`config.mk`:
```
export PLATFORM = sky130hd
export DESIGN_NAME = mem_data_reg
export DESIGN_NICKNAME = d
export VERILOG_FILES = /design/src/rtl/mem_data_reg.sv
export SDC_FILE = /design/constraint.sdc
export NUM_CORES = 1
export LEC_CHECK = 0
export CORE_AREA = 5 5 79 81
export DETAILED_ROUTE_END_ITERATION = 6
export DIE_AREA = 0 0 84 86
export GPL_ROUTABILITY_DRIVEN = 1
export PLACE_DENSITY_LB_ADDON = 0.3
export REMOVE_ABC_BUFFERS = 1
export SLEW_MARGIN = 20
export SYNTH_ARGS = -nofsm -noshare
export SYNTH_HDL_FRONTEND = slang
export SYNTH_SLANG_ARGS = --single-unit
```
`constraint.sdc`:
```
create_clock -name CLK -period 3.4 [get_ports CLK]
set_clock_uncertainty 0.2 [all_clocks]
set_input_delay 0.85 -clock CLK [delete_from_list [all_inputs] [get_ports CLK]]
set_output_delay 0.85 -clock CLK [all_outputs]
set_load 0.02 [all_outputs]
```
`src/rtl/mem_data_reg.sv`:
```
// ----------------------------------------------------------------------------
// mem_data_reg
//
// Memory data register for a two-syllable core-memory word. An accepted read
// strobe captures the full 28-bit sense word into a buffer and the selected
// 14-bit syllable into MDR. The syllable is then shifted out serially, LSB
// first: 13 data bits followed by the parity bit. Shifting is paced by the
// TIME bit enable and can be aborted early by SYNC. The sequence ends with a
// one-cycle restore phase that drives the captured word back onto INH. A
// one-cycle DONE pulse follows the restore phase.
//
// Optional build macro:
//   MEM_PARITY_CHECK_EN  when defined, LOAD flags PERR if the selected 14 bits
//                        hold an even number of ones (odd parity expected).
//                        When undefined, PERR is tied to 0 and no parity logic
//                        is built.
//
// Ports:
//   CLK      in   1   system clock, all state on the rising edge
//   RSTN     in   1   asynchronous active-low reset
//   RD       in   1   read strobe (one-cycle pulse)
//   SYL0N    in   1   syllable 0 select, active low, sampled with RD
//   SYL1N    in   1   syllable 1 select, active low, sampled with RD
//   SENSE    in  28   sense word: [13:0] syllable 0, [27:14] syllable 1
//                     (bit 13 / bit 27 are the syllable parity bits)
//   TIME     in   1   bit-time enable for the serial shift
//   SYNC     in   1   word-start marker; aborts an active shift
//   SER      out  1   serial data bit
//   SERV     out  1   SER valid
//   MDR      out 14   selected syllable, parallel
//   BUSY     out  1   a read is in progress
//   DONE     out  1   one-cycle pulse after the restore phase
//   RESTORE  out  1   restore phase active
//   INH      out 28   restore/inhibit drive pattern (0 outside restore)
//   PERR     out  1   parity error, sticky until the next accepted read
//   SELERR   out  1   ambiguous syllable select, sticky until next read
//   OVR      out  1   read strobe seen while busy, sticky until next read
// ----------------------------------------------------------------------------
module mem_data_reg (
    input  logic        CLK,
    input  logic        RSTN,
    input  logic        RD,
    input  logic        SYL0N,
    input  logic        SYL1N,
    input  logic [27:0] SENSE,
    input  logic        TIME,
    input  logic        SYNC,
    output logic        SER,
    output logic        SERV,
    output logic [13:0] MDR,
    output logic        BUSY,
    output logic        DONE,
    output logic        RESTORE,
    output logic [27:0] INH,
    output logic        PERR,
    output logic        SELERR,
    output logic        OVR
);

    localparam logic [1:0] ST_IDLE    = 2'd0;
    localparam logic [1:0] ST_LOAD    = 2'd1;
    localparam logic [1:0] ST_SHIFT   = 2'd2;
    localparam logic [1:0] ST_RESTORE = 2'd3;

    localparam logic [3:0] LAST_BIT = 4'd13;

    logic [1:0]  state;
    logic [3:0]  count;
    logic [27:0] word_buf;
    logic [13:0] mdr_q;
    logic        ser_q;
    logic        done_q;
    logic        selerr_q;
    logic        ovr_q;

    logic [13:0] sel_syl;
    logic        sel_err;
    logic [15:0] mdr_ext;
    logic        busy;
    logic        shift_fire;

    // Syllable selection from the active-low selects. The two ambiguous
    // encodings still pick a syllable (both low -> 0, both high -> 1) but
    // raise the select error.
    // NOTE: every always_comb output gets a default before the case so no
    // path leaves it unassigned, which would otherwise infer a latch.
    always_comb begin
        sel_syl = SENSE[13:0];
        sel_err = 1'b0;
        case ({SYL0N, SYL1N})
            2'b01:   sel_syl = SENSE[13:0];
            2'b10:   sel_syl = SENSE[27:14];
            2'b00: begin
                sel_syl = SENSE[13:0];
                sel_err = 1'b1;
            end
            default: begin
                sel_syl = SENSE[27:14];
                sel_err = 1'b1;
            end
        endcase
    end

    // Zero-extended copy so the 4-bit counter can index it without ever
    // stepping outside the vector.
    assign mdr_ext    = {2'b00, mdr_q};
    assign busy       = (state != ST_IDLE);
    // A bit is delivered only on a TIME cycle of SHIFT that is not being
    // aborted by SYNC.
    assign shift_fire = (state == ST_SHIFT) && TIME && !SYNC;

    // NOTE: all state is updated with non-blocking assignments so every
    // register samples the pre-edge values, independent of statement order.
    always_ff @(posedge CLK or negedge RSTN) begin
        if (!RSTN) begin
            state    <= ST_IDLE;
            count    <= 4'd0;
            word_buf <= 28'd0;
            mdr_q    <= 14'd0;
            ser_q    <= 1'b0;
            done_q   <= 1'b0;
            selerr_q <= 1'b0;
            ovr_q    <= 1'b0;
        end else begin
            done_q <= 1'b0;
            case (state)
                ST_IDLE: begin
                    if (RD) begin
                        word_buf <= SENSE;
                        mdr_q    <= sel_syl;
                        selerr_q <= sel_err;
                        ovr_q    <= 1'b0;
                        state    <= ST_LOAD;
                    end
                end
                ST_LOAD: begin
                    count <= 4'd0;
                    state <= ST_SHIFT;
                end
                ST_SHIFT: begin
                    if (SYNC) begin
                        state <= ST_RESTORE;
                    end else if (TIME) begin
                        // SER keeps the last delivered bit across TIME=0 cycles.
                        ser_q <= mdr_ext[count];
                        count <= count + 4'd1;
                        if (count == LAST_BIT) begin
                            state <= ST_RESTORE;
                        end
                    end
                end
                default: begin
                    // Restore lasts one cycle; DONE marks the idle cycle after it.
                    state  <= ST_IDLE;
                    done_q <= 1'b1;
                end
            endcase

            // A strobe arriving mid-read is dropped; only the overrun is noted.
            if (RD && busy) begin
                ovr_q <= 1'b1;
            end
        end
    end

`ifdef MEM_PARITY_CHECK_EN
    logic perr_q;

    // Cleared by an accepted read, then evaluated once in LOAD against the
    // captured syllable (data plus parity bit must hold an odd number of ones).
    always_ff @(posedge CLK or negedge RSTN) begin
        if (!RSTN) begin
            perr_q <= 1'b0;
        end else if (state == ST_IDLE && RD) begin
            perr_q <= 1'b0;
        end else if (state == ST_LOAD) begin
            perr_q <= ~(^mdr_q);
        end
    end

    assign PERR = perr_q;
`else
    assign PERR = 1'b0;
`endif

    assign SER     = shift_fire ? mdr_ext[count] : ser_q;
    assign SERV    = shift_fire;
    assign MDR     = mdr_q;
    assign BUSY    = busy;
    assign DONE    = done_q;
    assign RESTORE = (state == ST_RESTORE);
    assign INH     = (state == ST_RESTORE) ? word_buf : 28'd0;
    assign SELERR  = selerr_q;
    assign OVR     = ovr_q;

endmodule

```
==> results of run 1 <==
layout by cell type, fill, tap and decap left out, drive strengths merged, types with 4 or more instances in the layout:
master,Yosys,layout
and2,29,29
buf,3,9
clkbuf,8,7
clkdlybuf4s50,0,81
dfrtp,52,52
ha,9,9
inv,9,9
mux2,34,34
mux2i,14,14
nand2,20,20
nand3,5,5
nor2,4,4
o21ai,20,20
kinds of logic (layout without fill, tap and decap cells):
kind of cell / Yosys count / count (layout) / share of synthesized area (%)
XOR/XNOR: 2 / 2 / 0.679
AO/OA/AOI/OAI: 24 / 24 / 5.38
adder cells (fa/ha/maj): 9 / 9 / 4.36
multiplexers: 50 / 50 / 22.2
buffers and inverters: 20 / 108 / 3.39
flip-flops: 52 / 52 / 50.4
AND/OR/NAND/NOR: 65 / 65 / 13.4
other: 1 / 1 / 0.145
cell type report:
type	count	area [um^2]	share of cell area, %
Sequential cell	52	1300	35.7
Inverter	9	33.8	0.927
Clock buffer	7	96.3	2.64
Multi-Input combinational cell	151	1200	32.8
Tap cell	72	90.1	2.47
Timing Repair Buffer	91	897	24.6
Clock inverter	1	30.0	0.824
state kept, by name, summed over array words and instances (netlist names):
register,count
word_buf,28
MDR,14
count,4
state,2
DONE,1
OVR,1
SELERR,1
ser_q,1
repair_timing:
action                                  4_1_cts  5_1_grt
endpoints found under the setup margin        1        0
buffers inserted                              0        0
resized for setup                             2        0
per-stage QoR:
step	setup TNS (ps)	area (um^2)	setup WS [ps]	utilization [%]	power, mW
after floorplan	0	2530	672	-	1.95
after detailed placement	-105	3520	-105	65.1	2.66
after CTS	0	3650	111	67.5	3.12
after global routing	0	3650	30.2	67.5	3.30
final	0	3650	121	67.5	3.07
after global placement	-74.5	3520	-74.5	65.1	2.61
critical path, cell delays in order:
cell,delay (ps)
clkdlybuf4s50_1,430
nor2b_1,140
and2_1,160
mux2_2,330
dlygate4sd2_1,320
layer usage:
metal	track usage, %	share of wire (%)	vias up
met5	0	0	-
met4	3.95	1.0	0
met2	28.1	51	47
met1	20.5	42	901
met3	5.38	6.1	6
li1	-	-	927
report_power, final:
group	switching [mW]	total, mW	internal, mW	leakage, nW
clock	0.192	0.452	0.260	0.0645
combinational	0.730	1.53	0.800	0.929
sequential	0.170	1.08	0.913	0.630
total	1.09	3.07	1.97	1.62
final timing paths:
| check | slack (ps) | end | cells past startpoint | from |
|---|---|---|---|---|
| max | 120 | SER | 5 | SYNC |
| min | 300 | SELERR | 2 | SELERR |
| max reg2reg | 1500 | ser_q | 4 | count[0] |
| min reg2reg | 300 | SELERR | 2 | SELERR |
| max in group asynchronous | 2010 | word_buf[12] | 2 | RSTN |
| min in group asynchronous | 350 | word_buf[3] | 1 | RSTN |
==> key figures, run 1 <==
Layout
  • P&R area growth vs syn: 41.3%
  • Share of cells above drive strength 1: 18.3%
  • Antenna cells: 0
  • Filler instances: roughly 460
  • Layout Nets: around 350
  • Finished Layout Cells: between 300 and 400

Worst setup path
  • CP required: 2350 ps
  • CP Data Arrival Time: roughly 2200 ps
  • Crit-path max FO: 2
  • Worst setup SP type: input pin
  • Setup Crit Path Kind: in2out
  • Setup crit end kind: output port

Place
  • Placed insts: approximately 380
  • IO buf count: 83
  • Routability cong.: slightly above 0.8
  • Detail Placement HPWL: about 4300 um

Job
  • Max_cap viols: 0

Run status
  • Status: finished, final reports clean

STA
  • Fmax achieved: around 300 MHz
  • RSZ-0062 raised after global routing: no
  • Hold slack: ~300 ps
  • Final hold violations: 0
  • Worst slew margin: 59.5%
  • Final setup viols: 0
  • Number of max-slew violations in the final report: 0
  • Final min period: 3280 ps
  • Worst-Margin Slew: 608 ps
  • Period utilisation layout: a little over nine tenths

Logic synthesis
  • Yosys top cell by area: dfrtp_1
  • Synth cell count leaders: 52 x dfrtp_1, 34 x mux2_2, 29 x and2_1, 20 x nand2_1, 20 x o21ai_0
  • Area share of the largest cell type after synthesis: between 50% and 60%
  • Number of synthesized register bits: 52
  • Sequential element share of the synthesized area: between 50% and 60%
  • Mapped cell area: 0.00258 mm^2
  • Yosys cell types: 29
  • Synth area leaders: dfrtp_1 50%, mux2_2 15%, and2_1 7.0%, mux2i_1 5.4%, ha_1 4.4%
  • Syn Area/Cell: around 12 um^2
  • Primary FF master, synth: dfrtp_1
  • Asr flop ratio synth: 100%
  • YS warnings: 0
  • Most frequent cell after synthesis: dfrtp_1
  • Synth Instances: ~220
  • EDFF count, synth: 0

Drt
  • Via count: around 1900
  • Drc violations: 0
  • Vias/cell: between 4 and 5
  • Number of DRC markers in iteration 0: approximately 110
  • Antenna viol nets, final: 0
  • Routed WL: around 5700 um
  • Routed WL per cell: roughly 15 um
  • First-pass DRT Iterations: 4

Die
  • Num ports: 85
  • Die height: between 80 and 90 um
  • Die W: roughly 84 um
  • Initial Utilization: around 48%
  • Die Area: 0.00722 mm^2
  • # rows: 27
  • Core area: between 0.005 and 0.006 mm^2

CTS
  • CTS tree: yes
  • CTS Root Cell: clkbuf_8
  • Num CTS Buffers: 5
  • H-Tree Depth: 2
  • Clock sink count: between 50 and 60
  • Reg clk slew, reported paths: 90 ps
  • Hold_buf cts: 0
  • Clk Latency, worst-skew pair: 300 ps
  • Max clock buf depth: 2

GRT
  • Largest net degree at the start of global routing: just under 60
  • Via count of the first global-routing pass: slightly below 2000
  • GRT Overall Usage: 16.5%
  • Initial antenna violation count: 0
  • First-pass GRT wire length: roughly 9500 um
  • Global route overflow: 0

Power and ir drop
  • Worst vdd ir: just over 0.4 mV
  • Lkg Pwr: 1.62 nW
  • Pwr dens: approximately 840 mW/mm^2

Hold path
  • Worst hold path type: reg2reg
Power figures use the tool's default switching activity.
==> run 2: changes to the inputs <==
==> config.mk (replaced) <==
export PLATFORM = sky130hd
export DESIGN_NAME = mem_data_reg
export DESIGN_NICKNAME = d
export VERILOG_FILES = /design/src/rtl/mem_data_reg.sv
export SDC_FILE = /design/constraint.sdc
export NUM_CORES = 1
export LEC_CHECK = 0
export ABC_AREA = 1
export CORE_AREA = 5 5 80 82
export DETAILED_ROUTE_END_ITERATION = 6
export DIE_AREA = 0 0 85 87
export GPL_ROUTABILITY_DRIVEN = 1
export PLACE_DENSITY_LB_ADDON = 0.3
export REMOVE_ABC_BUFFERS = 1
export SETUP_SLACK_MARGIN = 0.1
export SYNTH_ARGS = -nofsm -noshare
export SYNTH_HDL_FRONTEND = slang
export SYNTH_SLANG_ARGS = --single-unit
==> key figures, run 2 <==
Run status
  • Status: finished, final reports clean (unchanged)

Logic synthesis
  • YS warnings: 0 (unchanged)
  • Number of synthesized register bits: 52 (unchanged)
  • Sequential element share of the synthesized area: 48.4% (was 50.4%)
  • Yosys cell types: 23 (was 29)
  • Synth cell count leaders: 143 x nand2_1, 53 x inv_1, 52 x dfrtp_1, 21 x nor2_1, 19 x o21ai_0 (was 52 x dfrtp_1, 34 x mux2_2, 29 x and2_1, 20 x nand2_1, 20 x o21ai_0)
  • Mapped cell area: 0.00269 mm^2 (was 0.00258 mm^2)
  • Syn Area/Cell: 7.57 um^2 (was 11.6 um^2)
  • Synth Instances: 355 (was 223)
  • EDFF count, synth: 0 (unchanged)
  • Area share of the largest cell type after synthesis: 48.4% (was 50.4%)
  • Synth area leaders: dfrtp_1 48%, nand2_1 20%, inv_1 7.4%, ha_1 4.2%, o21ai_0 3.5% (was dfrtp_1 50%, mux2_2 15%, and2_1 7.0%, mux2i_1 5.4%, ha_1 4.4%)
  • Asr flop ratio synth: 100% (unchanged)
  • Most frequent cell after synthesis: nand2_1 (was dfrtp_1)
  • Primary FF master, synth: dfrtp_1 (unchanged)
  • Yosys top cell by area: dfrtp_1 (unchanged)

STA
  • Worst-Margin Slew: 701 ps (was 608 ps)
  • Final hold violations: 0 (unchanged)
  • Hold slack: 284 ps (was 298 ps)
  • Final min period: 3060 ps (was 3280 ps)
  • Period utilisation layout: 90.0% (was 96.5%)
  • Fmax achieved: 327 MHz (was 305 MHz)
  • Final setup viols: 0 (unchanged)
  • RSZ-0062 raised after global routing: no (unchanged)
  • TNS Setup: 0 ps (unchanged)
  • Number of max-slew violations in the final report: 0 (unchanged)
  • Worst slew margin: 53.2% (was 59.5%)

Drt
  • Drc violations: 0 (unchanged)
  • First-pass DRT Iterations: 4 (unchanged)
  • Routed WL: 6520 um (was 5660 um)
  • Number of DRC markers in iteration 0: 122 (was 105)
  • Antenna viol nets, final: 0 (unchanged)
  • Via count: 2431 (was 1881)
  • Vias/cell: 4.75 (was 4.91)
  • Routed WL per cell: 12.7 um (was 14.8 um)

Layout
  • Antenna cells: 0 (unchanged)
  • Leading cell types in the layout, fill and taps excluded: 143 x nand2_1, 80 x clkdlybuf4s50_1, 53 x inv_1 (was 81 x clkdlybuf4s50_1, 51 x dfrtp_1, 34 x mux2_2)
  • Register with the most flip-flops: word_buf (unchanged)
  • Layout Nets: 480 (was 354)
  • Final core utilization: 64.2% (was 67.5%)
  • Most common cell after layout, fill and taps aside: nand2_1 (was clkdlybuf4s50_1)
  • Share of cells above drive strength 1: 5.95% (was 18.3%)
  • Flip-flop count of the largest register after layout: 28 (unchanged)
  • P&R area growth vs syn: 35.7% (was 41.3%)

Power and ir drop
  • Worst vdd ir: 0.376 mV (was 0.412 mV)
  • Clock share of power: 12.0% (was 14.7%)
  • Lkg Pwr: 1.98 nW (was 1.62 nW)
  • Pint: 1.73 mW (was 1.97 mW)
  • Pwr dens: 825 mW/mm^2 (was 841 mW/mm^2)
  • Comb pwr share: 51.5% (was 49.9%)
  • Seq pwr share: 36.5% (was 35.3%)
  • Switching part of the total: 42.4% (was 35.7%)
  • Switching Power: 1.28 mW (was 1.09 mW)

GRT
  • M1 GR Usage: 23.0% (was 20.5%)
  • Via count of the first global-routing pass: 2415 (was 1934)
  • Global route overflow: 0 (unchanged)
  • GR Util met3: 4.64% (was 5.38%)
  • Met2 Usage GRT: 32.1% (was 28.1%)
  • GRT Overall Usage: 18.6% (was 16.5%)
  • Busiest grt layer: met2 (unchanged)
  • Initial antenna violation count: 0 (unchanged)
  • Largest net degree at the start of global routing: 48 (was 59)
  • First-pass GRT wire length: 11000 um (was 9540 um)

Die
  • Die height: 87 um (was 86 um)
  • Core area: 0.00568 mm^2 (was 0.00541 mm^2)
  • # rows: 28 (was 27)
  • Die W: 85 um (was 84 um)
  • Num ports: 85 (unchanged)
  • Die Area: 0.00740 mm^2 (was 0.00722 mm^2)
  • Initial Utilization: 47.4% (was 47.7%)

CTS
  • Max clock buf depth: 2 (unchanged)
  • Clock sink count: 52 (unchanged)
  • H-Tree Depth: 2 (unchanged)
  • Num CTS Buffers: 5 (unchanged)
  • CTS tree: yes (unchanged)
  • CTS Root Cell: clkbuf_8 (unchanged)
  • Hold_buf cts: 0 (unchanged)
  • Postcts setup bufs: 0 (unchanged)
  • Reg clk slew, reported paths: 90 ps (about the same)
  • Clk Latency, worst-skew pair: 300 ps (about the same)

Hold path
  • Worst hold path type: reg2reg (unchanged)

Worst setup path
  • Setup Crit Path Kind: in2out (unchanged)
  • CP required: 2350 ps (about the same)
  • CP Data Arrival Time: 2010 ps (was 2230 ps)
  • Worst setup SP type: input pin (unchanged)
  • Setup crit end kind: output port (unchanged)
  • Crit-path max FO: 2 (unchanged)

Place
  • Detail Placement HPWL: 4830 um (was 4340 um)
  • IO buf count: 83 (unchanged)
  • Routability cong.: 0.879 (was 0.815)

Job
  • Max_cap viols: 0 (unchanged)
[run 2: cell families after synthesis]
logic type,synth area share (%)
simple gates,27.5
buf+inv,11.5
flops,48.4
compound gates,8.29
fa+ha+maj,4.19
other cells,0.140
[run 2: path summary, 6_finish.rpt]
| kind | depth (start not counted) | from | slack, ps | to |
|---|---|---|---|---|
| worst max-delay path | 7 | SYNC | 340 | SER |
| worst min-delay path | 2 | word_buf[19] | 280 | word_buf[19] |
| worst max register to register | 6 | state[0] | 1340 | MDR[10] |
| worst min register to register | 2 | word_buf[19] | 280 | word_buf[19] |
| max in group asynchronous | 2 | RSTN | 1880 | count[0] |
| min in group asynchronous | 1 | RSTN | 320 | word_buf[9] |
[run 2: layout make-up]
type                    instances  area [um^2]
multi-input cells             232         1080
inverters                      56          210
flip-flops and latches         52         1300
well taps                      75         93.8
clock buffers                   8         90.1
repair buffers                 89          872
fillers                       522         2030
[run 2: repair_timing]
item / CTS / global route
gates cloned: 0 / 0
gates resized for setup: 2 / 1
setup endpoints to repair: 1 / 1
[run 2: layer usage]
metal | vias up | part of all wire [%]
met5 | - | 0
met4 | 0 | 0.98
met3 | 4 | 6.4
met2 | 63 | 50
met1 | 1132 | 42
li1 | 1232 | -
[run 2: critical path, cell delays in order]
cell and delay, ps:
clkdlybuf4s50_1 420, nor2_1 150, nand2_1 100, inv_1 70, nand2_1 50, nand2_1 50
dlygate4sd2_1 320
[run 2: power by group through the flow]
| stage | Sequential, mW | Clock (mW) | Combinational (mW) |
|---|---|---|---|
| after floorplan | 1.19 | 0 | 0.803 |
| after global placement | 1.10 | 0 | 1.53 |
| after detailed placement | 1.11 | 0 | 1.57 |
| after CTS | 1.10 | 0.365 | 1.57 |
| after global routing | 1.14 | 0.390 | 1.73 |
| final | 1.10 | 0.361 | 1.55 |
[run 2: metrics by stage]
step	std cells	instance area, um^2	total power, mW	setup slack [ps]
after CTS	512	3640	3.04	154
after detailed placement	504	3550	2.68	61.8
after floorplan	340	2590	1.99	926
after global placement	504	3550	2.62	113
after global routing	512	3650	3.25	214
final	512	3650	3.01	339
==> run 3: changes to the inputs <==
--- a/config.mk
+++ b/config.mk
@@ -10,6 +10,7 @@
 export DETAILED_ROUTE_END_ITERATION = 6
 export DIE_AREA = 0 0 85 87
 export GPL_ROUTABILITY_DRIVEN = 1
+export GPL_TIMING_DRIVEN = 0
 export PLACE_DENSITY_LB_ADDON = 0.3
 export REMOVE_ABC_BUFFERS = 1
 export SETUP_SLACK_MARGIN = 0.1
==> key figures, run 3 (synthesis results as in run 2) <==
CTS
  • Num CTS Buffers: 5 (unchanged)
  • Postcts setup bufs: 0 (unchanged)
  • CTS Root Cell: clkbuf_8 (unchanged)
  • Max clock buf depth: 2 (unchanged)
  • Reg clk slew, reported paths: 90 ps (about the same)
  • Hold_buf cts: 0 (unchanged)
  • Clk Latency, worst-skew pair: 300 ps (about the same)
  • CTS tree: yes (unchanged)
  • H-Tree Depth: 2 (unchanged)
  • Clock sink count: 52 (unchanged)

Layout
  • P&R area growth vs syn: 34.8% (was 35.7%)
  • Leading cell types in the layout, fill and taps excluded: 143 x nand2_1, 80 x clkdlybuf4s50_1, 53 x inv_1 (unchanged)
  • Antenna cells: 0 (unchanged)
  • Layout Nets: 475 (was 480)
  • Register with the most flip-flops: word_buf (unchanged)
  • Share of cells above drive strength 1: 5.10% (was 5.95%)
  • Most common cell after layout, fill and taps aside: nand2_1 (unchanged)
  • Final core utilization: 63.8% (was 64.2%)
  • Flip-flop count of the largest register after layout: 28 (unchanged)
  • Design Area, Final: 0.00362 mm^2 (was 0.00365 mm^2)

GRT
  • GRT Overall Usage: 17.6% (was 18.6%)
  • First-pass GRT wire length: 10500 um (was 11000 um)
  • Largest net degree at the start of global routing: 50 (was 48)
  • Global route overflow: 0 (unchanged)
  • Via count of the first global-routing pass: 2340 (was 2415)
  • Initial antenna violation count: 0 (unchanged)

Job
  • Max_cap viols: 0 (unchanged)

Place
  • IO buf count: 83 (unchanged)
  • Routability cong.: 0.798 (was 0.879)
  • Dpl ws: 20.0 ps (was 61.8 ps)
  • Placement-stage cell area: 0.00353 mm^2 (was 0.00355 mm^2)
  • Detail Placement HPWL: 4670 um (was 4830 um)

STA
  • Final hold violations: 0 (unchanged)
  • Worst slew margin: 49.7% (was 53.2%)
  • Period utilisation layout: 91.2% (was 90.0%)
  • Worst-Margin Slew: 753 ps (was 701 ps)
  • Fmax achieved: 322 MHz (was 327 MHz)
  • Final setup viols: 0 (unchanged)
  • Number of max-slew violations in the final report: 0 (unchanged)
  • RSZ-0062 raised after global routing: no (unchanged)
  • Final min period: 3100 ps (was 3060 ps)
  • Final WS setup: 299 ps (was 339 ps)

Worst setup path
  • R2r worst-path depth: 6 (unchanged)
  • Setup Crit Path Kind: in2out (unchanged)
  • CP Launch Point: SYNC (unchanged)
  • Worst setup SP type: input pin (unchanged)
  • CP Data Arrival Time: 2050 ps (was 2010 ps)
  • Reg2reg setup slack: 730 ps (was 1340 ps)
  • Crit path capture: SER (unchanged)
  • RR Startpoint: state[0] (unchanged)
  • Crit-path max FO: 2 (unchanged)
  • Critical R2R Capture: MDR[10] (unchanged)
  • Setup crit end kind: output port (unchanged)
  • CP required: 2350 ps (about the same)

Drt
  • First-pass DRT Iterations: 4 (unchanged)
  • Number of DRC markers in iteration 0: 122 (unchanged)
  • Routed WL per cell: 12.7 um (about the same)
  • Vias/cell: 4.76 (was 4.75)
  • Antenna viol nets, final: 0 (unchanged)
  • Routed WL: 6410 um (was 6520 um)
  • Drc violations: 0 (unchanged)
  • Via count: 2410 (was 2431)

Power and ir drop
  • Clock share of power: 11.5% (was 12.0%)
  • Lkg Pwr: 1.96 nW (was 1.98 nW)
  • Pwr dens: 823 mW/mm^2 (was 825 mW/mm^2)
  • Worst vdd ir: 0.395 mV (was 0.376 mV)
  • Switching part of the total: 42.9% (was 42.4%)
  • Switching Power: 1.28 mW (about the same)
  • Comb pwr share: 51.6% (was 51.5%)
  • Seq pwr share: 37.0% (was 36.5%)
  • Final Total Pwr: 2.98 mW (was 3.01 mW)
  • Pint: 1.70 mW (was 1.73 mW)

Die
  • Num ports: 85 (unchanged)
  • Die height: 87 um (unchanged)
  • Initial Utilization: 47.4% (unchanged)
  • Die W: 85 um (unchanged)
  • Core area: 0.00568 mm^2 (unchanged)
  • Die Area: 0.00740 mm^2 (unchanged)
  • # rows: 28 (unchanged)

Run status
  • Status: finished, final reports clean (unchanged)

Hold path
  • Worst hold path type: in2async (was reg2reg)
run 3: changes by cell type in the layout (fill, tap and decap cells not counted):
| cell | previous run | this run |
|---|---|---|
| buf_4 | 6 | 0 |
| clkbuf_1 | 2 | 0 |
| buf_12 | 0 | 1 |
| clkbuf_8 | 6 | 5 |
| clkinv_2 | 0 | 1 |
| clkinvlp_4 | 0 | 1 |
| dfrtp_1 | 51 | 52 |
| dfrtp_2 | 1 | 0 |
| ha_1 | 9 | 8 |
| ha_4 | 0 | 1 |
run 3: repair_timing:
item / in CTS / in global routing
resized for setup: 2 / 2
endpoints found under the hold margin: 0 / 0
setup endpoints to repair: 30 / 18
run 3: metrics by stage:
step                      hold WS [ps]  std cells  setup TNS [ps]
final                              285        506               0
after detailed placement           266        499               0
after global routing               309        506               0
after CTS                          288        506               0
after floorplan                    249        340               0
after global placement             262        498          -13680
run 3: worst max-delay path, stage by stage:
cell	delay, ps
clkdlybuf4s50_1	460
nor2_1	170
nand2_1	80
inv_1	70
nand2_1	50
nand2_1	40
dlygate4sd2_1	320
run 3: worst min path at each step:
stage	startpoint	endpoint	cells after the start	slack, ps
3_3_place_gp	word_buf[5]	word_buf[5]	2	260
3_5_place_dp	word_buf[18]	word_buf[18]	2	270
2_1_floorplan	word_buf[12]	word_buf[12]	2	250
5_1_grt	RSTN	word_buf[15]	1	310
4_1_cts	word_buf[18]	word_buf[18]	2	290
6_report	RSTN	word_buf[9]	1	280
run 3: area by class of cell:
cell class | instances | area, um^2
repair buffers | 84 | 847
clock buffers | 5 | 68.8
fillers | 524 | 2050
flip-flops and latches | 52 | 1300
clock inverters | 2 | 12.5
inverters | 56 | 210
well taps | 75 | 93.8
multi-input cells | 232 | 1090
run 3: layer usage:
layer / share of wire [%] / vias up / GRT usage, %
met3: 5.8 / 7 / 3.78
met1: 43 / 1123 / 21.6
li1: - / 1227 / -
met4: 0.86 / 0 / 4.75
met5: 0 / - / 0
met2: 50 / 53 / 31.3
run 3: power groups by stage:
stage               Clock, mW  Sequential, mW  Combinational [mW]
global placement            0            1.09                1.52
CTS                     0.349            1.10                1.56
global route            0.371            1.14                1.70
floorplan                   0            1.19               0.803
detailed placement          0            1.11                1.55
finish                  0.342            1.10                1.54
